==> src/rtl/eth_pkg.sv <==
// Shared Ethernet framing definitions: FSM states, wire constants and the
// byte-wide reflected CRC-32 step used by both the tx framer and the rx checker.
package eth_pkg;

  typedef enum logic [3:0] {
    IDLE,
    PRE,
    SFD,
    DATA,
    PAD,
    FCS,
    BADFCS,
    DROP,
    IFG
  } state_t;

  localparam logic [7:0]  ETH_PREAMBLE = 8'h55;
  localparam logic [7:0]  ETH_SFD      = 8'hD5;
  localparam logic [31:0] CRC_INIT     = 32'hFFFFFFFF;

  // IEEE 802.3 CRC-32 (0x04C11DB7), reflected form, one byte LSB first.
  function automatic logic [31:0] crc32_d8(input logic [31:0] crc, input logic [7:0] d);
    logic [31:0] c;
    c = crc;
    for (int i = 0; i < 8; i++) begin
      c = (c[0] ^ d[i]) ? ((c >> 1) ^ 32'hEDB88320) : (c >> 1);
    end
    return c;
  endfunction

endpackage

==> src/rtl/crc32_d8_reg.sv <==
// CRC-32 register: init loads all-ones, en folds in one byte per clock.
// Output is the raw (uncomplemented) register, valid the cycle after the update.
module crc32_d8_reg
  import eth_pkg::*;
(
  input  logic        clk,
  input  logic        rst_n,
  input  logic        init,
  input  logic        en,
  input  logic [7:0]  d,
  output logic [31:0] crc
);

  logic [31:0] crc_q, crc_d;

  always_comb begin
    crc_d = crc_q;
    if (init) begin
      crc_d = CRC_INIT;
    end else if (en) begin
      crc_d = crc32_d8(crc_q, d);
    end
  end

  always_ff @(posedge clk or negedge rst_n) begin
    if (!rst_n) begin
      crc_q <= '0;
    end else begin
      crc_q <= crc_d;
    end
  end

  assign crc = crc_q;

endmodule

==> src/rtl/gmii_tx_framer.sv <==
// Wraps a payload byte stream into a GMII frame (preamble, SFD, pad, FCS, gap).
// GMII outputs are registered (1 cycle); s_ready is high only while payload can be taken.
module gmii_tx_framer
  import eth_pkg::*;
#(
  parameter int PRE_LEN     = 7,
  parameter int MIN_PAYLOAD = 60,
  parameter int MAX_PAYLOAD = 1514,
  parameter int IFG_BYTES   = 12
) (
  input  logic       clk,
  input  logic       rst_n,
  input  logic       eth_10_100m_en,
  input  logic [7:0] s_data,
  input  logic       s_valid,
  input  logic       s_last,
  output logic       s_ready,
  output logic       gmii_tx_en,
  output logic [7:0] gmii_txd,
  output logic       busy,
  output logic       tx_err
);

  localparam logic [11:0] PRE_END = 12'(PRE_LEN - 1);
  localparam logic [10:0] MIN_CNT = 11'(MIN_PAYLOAD);
  localparam logic [10:0] MAX_CNT = 11'(MAX_PAYLOAD);
  localparam logic [11:0] IFG_LEN = 12'(IFG_BYTES);

  state_t      state_q, state_d;
  logic [11:0] cnt_q, cnt_d;
  logic [10:0] byte_cnt_q, byte_cnt_d;
  logic [11:0] wire_q, wire_d;
  logic        speed_q, speed_d;
  logic        skip_q, skip_d;
  logic        tx_en_q, tx_en_d;
  logic [7:0]  txd_q, txd_d;
  logic        tx_err_q, tx_err_d;

  logic        crc_init, crc_en;
  logic [7:0]  crc_din;
  logic [31:0] crc;
  logic        abort;
  logic [11:0] gap_end;

  function automatic logic [7:0] crc_byte(input logic [31:0] c, input logic [1:0] i);
    return c[{i, 3'b000} +: 8];
  endfunction

  crc32_d8_reg u_crc (
    .clk  (clk),
    .rst_n(rst_n),
    .init (crc_init),
    .en   (crc_en),
    .d    (crc_din),
    .crc  (crc)
  );

  assign abort   = (state_q == DATA) && (!s_valid || byte_cnt_q == MAX_CNT);
  // At 10/100M the downstream buffer doubles every byte, so the gap must cover the frame too.
  assign gap_end = (speed_q ? (IFG_LEN + IFG_LEN + wire_q) : IFG_LEN) - 12'd1;

  always_ff @(posedge clk or negedge rst_n) begin
    if (!rst_n) begin
      state_q <= IDLE;
    end else begin
      state_q <= state_d;
    end
  end

  always_comb begin
    state_d = state_q;
    unique case (state_q)
      IDLE:    if (s_valid) state_d = PRE;
      PRE:     if (cnt_q == PRE_END) state_d = SFD;
      SFD:     state_d = DATA;
      DATA: begin
        if (abort) begin
          state_d = BADFCS;
        end else if (s_last) begin
          state_d = (byte_cnt_q + 11'd1 < MIN_CNT) ? PAD : FCS;
        end
      end
      PAD:     if (byte_cnt_q + 11'd1 == MIN_CNT) state_d = FCS;
      FCS:     if (cnt_q[1:0] == 2'd3) state_d = IFG;
      BADFCS:  if (cnt_q[1:0] == 2'd3) state_d = skip_q ? IFG : DROP;
      DROP:    if (s_valid && s_last) state_d = IFG;
      IFG:     if (cnt_q == gap_end) state_d = IDLE;
      default: state_d = IDLE;
    endcase
  end

  always_comb begin
    cnt_d      = cnt_q;
    byte_cnt_d = byte_cnt_q;
    speed_d    = speed_q;
    skip_d     = skip_q;
    tx_en_d    = 1'b0;
    txd_d      = 8'h00;
    tx_err_d   = 1'b0;
    crc_init   = 1'b0;
    crc_en     = 1'b0;
    crc_din    = s_data;
    unique case (state_q)
      IDLE: begin
        cnt_d   = '0;
        speed_d = eth_10_100m_en;
        skip_d  = 1'b0;
      end
      PRE: begin
        tx_en_d = 1'b1;
        txd_d   = ETH_PREAMBLE;
        cnt_d   = (cnt_q == PRE_END) ? '0 : cnt_q + 12'd1;
      end
      SFD: begin
        tx_en_d    = 1'b1;
        txd_d      = ETH_SFD;
        crc_init   = 1'b1;
        byte_cnt_d = '0;
      end
      DATA: begin
        tx_en_d = 1'b1;
        // The abort cycle already carries the first bad-FCS byte so tx_en has no hole.
        if (abort) begin
          txd_d    = crc_byte(crc, 2'd0);
          tx_err_d = 1'b1;
          cnt_d    = 12'd1;
          skip_d   = s_valid & s_last;
        end else begin
          txd_d      = s_data;
          crc_en     = 1'b1;
          byte_cnt_d = byte_cnt_q + 11'd1;
        end
      end
      PAD: begin
        tx_en_d    = 1'b1;
        crc_din    = 8'h00;
        crc_en     = 1'b1;
        byte_cnt_d = byte_cnt_q + 11'd1;
      end
      FCS: begin
        tx_en_d = 1'b1;
        txd_d   = ~crc_byte(crc, cnt_q[1:0]);
        cnt_d   = (cnt_q[1:0] == 2'd3) ? '0 : cnt_q + 12'd1;
      end
      BADFCS: begin
        tx_en_d = 1'b1;
        txd_d   = crc_byte(crc, cnt_q[1:0]);
        cnt_d   = (cnt_q[1:0] == 2'd3) ? '0 : cnt_q + 12'd1;
      end
      IFG:     cnt_d = cnt_q + 12'd1;
      default: ;
    endcase
    wire_d = (state_q == IDLE) ? '0 : wire_q + {11'd0, tx_en_d};
  end

  always_ff @(posedge clk or negedge rst_n) begin
    if (!rst_n) begin
      cnt_q      <= '0;
      byte_cnt_q <= '0;
      wire_q     <= '0;
      speed_q    <= 1'b0;
      skip_q     <= 1'b0;
      tx_en_q    <= 1'b0;
      txd_q      <= 8'h00;
      tx_err_q   <= 1'b0;
    end else begin
      cnt_q      <= cnt_d;
      byte_cnt_q <= byte_cnt_d;
      wire_q     <= wire_d;
      speed_q    <= speed_d;
      skip_q     <= skip_d;
      tx_en_q    <= tx_en_d;
      txd_q      <= txd_d;
      tx_err_q   <= tx_err_d;
    end
  end

  assign s_ready    = (state_q == DATA) || (state_q == DROP);
  assign busy       = (state_q != IDLE) && (state_q != IFG);
  assign gmii_tx_en = tx_en_q;
  assign gmii_txd   = txd_q;
  assign tx_err     = tx_err_q;

endmodule

==> config.mk <==
export PLATFORM = sky130hd
export DESIGN_NAME = gmii_tx_framer
export DESIGN_NICKNAME = d
export VERILOG_FILES = /design/src/rtl/eth_pkg.sv /design/src/rtl/crc32_d8_reg.sv /design/src/rtl/gmii_tx_framer.sv
export SDC_FILE = /design/constraint.sdc
export NUM_CORES = 1
export LEC_CHECK = 0
export BUFFER_PORTS_ARGS = -buffer_cell sky130_fd_sc_hd__buf_4
export CORE_MARGIN = 4
export CORE_UTILIZATION = 25
export DETAILED_ROUTE_END_ITERATION = 7
export HOLD_SLACK_MARGIN = 0.05
export PLACE_DENSITY_LB_ADDON = 0.25
export SLEW_MARGIN = 0
export SYNTH_ARGS = -nofsm -noshare
export SYNTH_HDL_FRONTEND = slang
export SYNTH_SLANG_ARGS = --single-unit
==> constraint.sdc <==
create_clock -name clk -period 5.1 [get_ports clk]
set_input_delay 0.765 -clock clk [delete_from_list [all_inputs] [get_ports clk]]
set_output_delay 0.765 -clock clk [all_outputs]
set_load 0.03 [all_outputs]
==> impl_metrics.py <==
metrics = {
    "detailed_routing": {
        "vias": 4585,
        "drt-total-wl_mm": 15.4,
        "drtPass1Iterations": 5,
        "drtAntennaViolNets": 0,
        "drcViolationCount": 0,
        "wl_per_cell_um": 15.7,
        "highest_layer": "met4",
        "met2_length_mm": 7.32,
        "dr_wl_met3_um": 342,
        "vias_per_cell": 4.69,
        "wl_met1_mm": 7.56,
        "drt_first_iter_violations": 264,
    },
    "sta": {
        "min_period_ns": 3.39,
        "rsz0062_at_grt": "no",
        "min_period_over_period": 0.664,
        "finalSetupTns_ns": 0,
        "slew_headroom": 0.327,
        "fmax_mhz": 295,
        "report.final.hold_viol_count": 0,
        "setup_ws_ns": 1.71,
        "skew_ns": 0.0124,
        "worst_slew_pin_slew_ns": 1.01,
        "setup_viol": 0,
        "maxSlewViolCount": 0,
    },
    "global_routing": {
        "grt_pass1_vias": 4571,
        "track_usage": 0.122,
        "grt_max_degree": 51,
        "grt.overflow.total": 0,
        "antenna_found_initial": 0,
        "grt_pass1_wl_mm": 25.6,
    },
    "cts": {
        "cts_buffers": 9,
        "post_cts_buffers": 0,
        "cts-resized-gates": 0,
        "htree_num_levels": 3,
        "cts_sinks": 83,
        "clock-root-buffer": "clkbuf_16",
        "tritoncts": "yes",
        "clk_path_buf_depth": 2,
        "worstSkewPairLatency_ns": 0.35,
        "clk_pin_slew_worst_paths_ns": 0.06,
        "ctsHoldBuffers": 0,
    },
    "floorplanning": {
        "initial_core_util": 0.257,
        "core_area_sq_mm": 0.0229,
        "ioPinCount": 25,
        "rows": 55,
        "die_h_um": 162,
        "fp.dieArea_sq_mm": 0.0261,
        "die_w_um": 162,
    },
    "worst_setup_path": {
        "crit_end": "cnt_q[0]",
        "reg2regPathDepth": 9,
        "cp.required_ns": 5.33,
        "critPathLaunchType": "flip-flop",
        "cp-end-kind": "flip-flop",
        "r2r_start": "cnt_q[0]",
        "regToRegEndpoint": "cnt_q[0]",
        "crit_start": "cnt_q[0]",
        "reg2reg_slack_ns": 1.71,
        "cp_max_fo": 13,
        "critPathKind": "flip-flop to flip-flop",
        "arrival_ns": 3.62,
    },
    "power": {
        "p_leak_nw": 2.66,
        "p_per_area_mw_per_mm2": 776,
        "ir_drop_uv": 380,
        "power_w": 0.00519,
    },
    "synth": {
        "synth_area_leaders": "dfrtp_1 (35%), xnor2_1 (8.8%), xor2_1 (5.3%)",
        "synth_area_per_cell_sq_um": 8.95,
        "yosys.area.top_type": "dfrtp_1",
        "syn_nets": 682,
        "synth_flop_cell": "dfrtp_1",
        "syn_inst": 659,
        "syn_area_sq_mm": 0.00590,
        "ys_warn_count": 0,
        "yosysMostFrequentCell": "dfrtp_1",
        "async_flop_share": 1.00,
        "ys_ff_latch": 83,
        "ys_top_cells_by_count": "dfrtp_1 (83), nor2_1 (73), nand2_1 (62)",
        "synth_top_area_share": 0.352,
        "seq_area_frac_synth": 0.352,
        "synth_edf_count": 0,
        "ys_types": 63,
    },
    "place": {
        "portBuffers": 24,
        "place_area_sq_mm": 0.00637,
        "pre_cts_ws_ns": 1.76,
        "gp_congestion": 0.779,
        "hpwl_mm": 10.9,
    },
    "final_layout": {
        "area_delta_synth_final_pct": 13.6,
        "utilization": 0.292,
        "diodes": 0,
        "fillers": 2431,
        "design_area_sq_mm": 0.00670,
        "fin_nets": 684,
        "drive_gt1_frac": 0.114,
    },
    "hold_path": {
        "hold_path_class": "input port to async pin",
    },
    "flow_run": {
        "drv_cap": 0,
    },
    "outcome": {
        "status": "complete, no violations",
    },
}
[logic make-up after synthesis]
logic type | Yosys count | synth area share
AND/OR/NAND/NOR | 247 | 0.207
multiplexers | 19 | 0.0496
adder cells (fa/ha/maj) | 10 | 0.0212
AO/OA/AOI/OAI | 135 | 0.141
flip-flops | 83 | 0.352
buffers and inverters | 56 | 0.0384
XOR/XNOR | 109 | 0.191
[cells in the final DEF, fill, tap and decap left out, types with 11 or more instances in the layout]
cell and instances:
nor2_1 73, dfrtp_1 83, buf_4 32, nor3_1 13, xnor2_1 59, a21oi_1 28, nand2_1 62, inv_1 15
nand3_1 20, o31ai_1 11, o21ai_0 42, xor2_1 36, a31oi_1 18
[worst max-delay path, cell delays in order, from the launching register on]
cell	delay (ns)
dfrtp_1	0.62
inv_1	0.21
ha_1	0.15
or4b_2	0.57
o311a_1	0.40
nand2b_1	0.22
nor2_1	0.68
inv_1	0.15
mux2i_1	0.19
nand2_1	0.07
[layout make-up]
type | count | area, sq um | share of cell area
clock buffer | 10 | 229 | 0.0342
timing repair buffer | 32 | 240 | 0.0359
tap | 313 | 392 | 0.0585
sequential | 83 | 2080 | 0.310
inverter | 15 | 56.3 | 0.00841
multi-input combinational | 520 | 3600 | 0.538
clock inverter | 5 | 103 | 0.0153
[per-layer routing]
layer  vias up  global-route usage
met4         0              0.0248
met2        44               0.198
li1       2297                   -
met5         -                   0
met3        10              0.0268
met1      2234               0.169
[state kept, by name, indices dropped and copies added, names as in the netlist]
register and flops:
byte_cnt_q 11, speed_q 1, cnt_q 12, gmii_txd 8, skip_q 1, gmii_tx_en 1, tx_err 1, u_crc.crc 32
wire_q 12, state_q 4
[power breakdown]
| part | switching (W) | internal [W] | total (W) |
|---|---|---|---|
| clock network | 0.000279 | 0.000475 | 0.000754 |
| logic | 0.00178 | 0.00147 | 0.00325 |
| registers | 0.000294 | 0.000896 | 0.00119 |
[metrics by stage]
stage	hold WS (ns)	instances
finish	0.376	978
global route	0.403	978
CTS	0.388	978
detailed placement	0.507	963
global placement	0.501	963
floorplan	0.469	659
[worst min-delay path by stage]
stage / from / end / slack (ns) / cells after the start
finish: rst_n / wire_q[8] / 0.38 / 1
floorplan: rst_n / byte_cnt_q[0] / 0.47 / 0
CTS: rst_n / wire_q[8] / 0.39 / 1
global route: rst_n / wire_q[11] / 0.40 / 1
detailed placement: u_crc.crc[9] / u_crc.crc[9] / 0.51 / 2
global placement: u_crc.crc[9] / u_crc.crc[9] / 0.50 / 2
No activity file was read; power rests on OpenSTA's default activity.
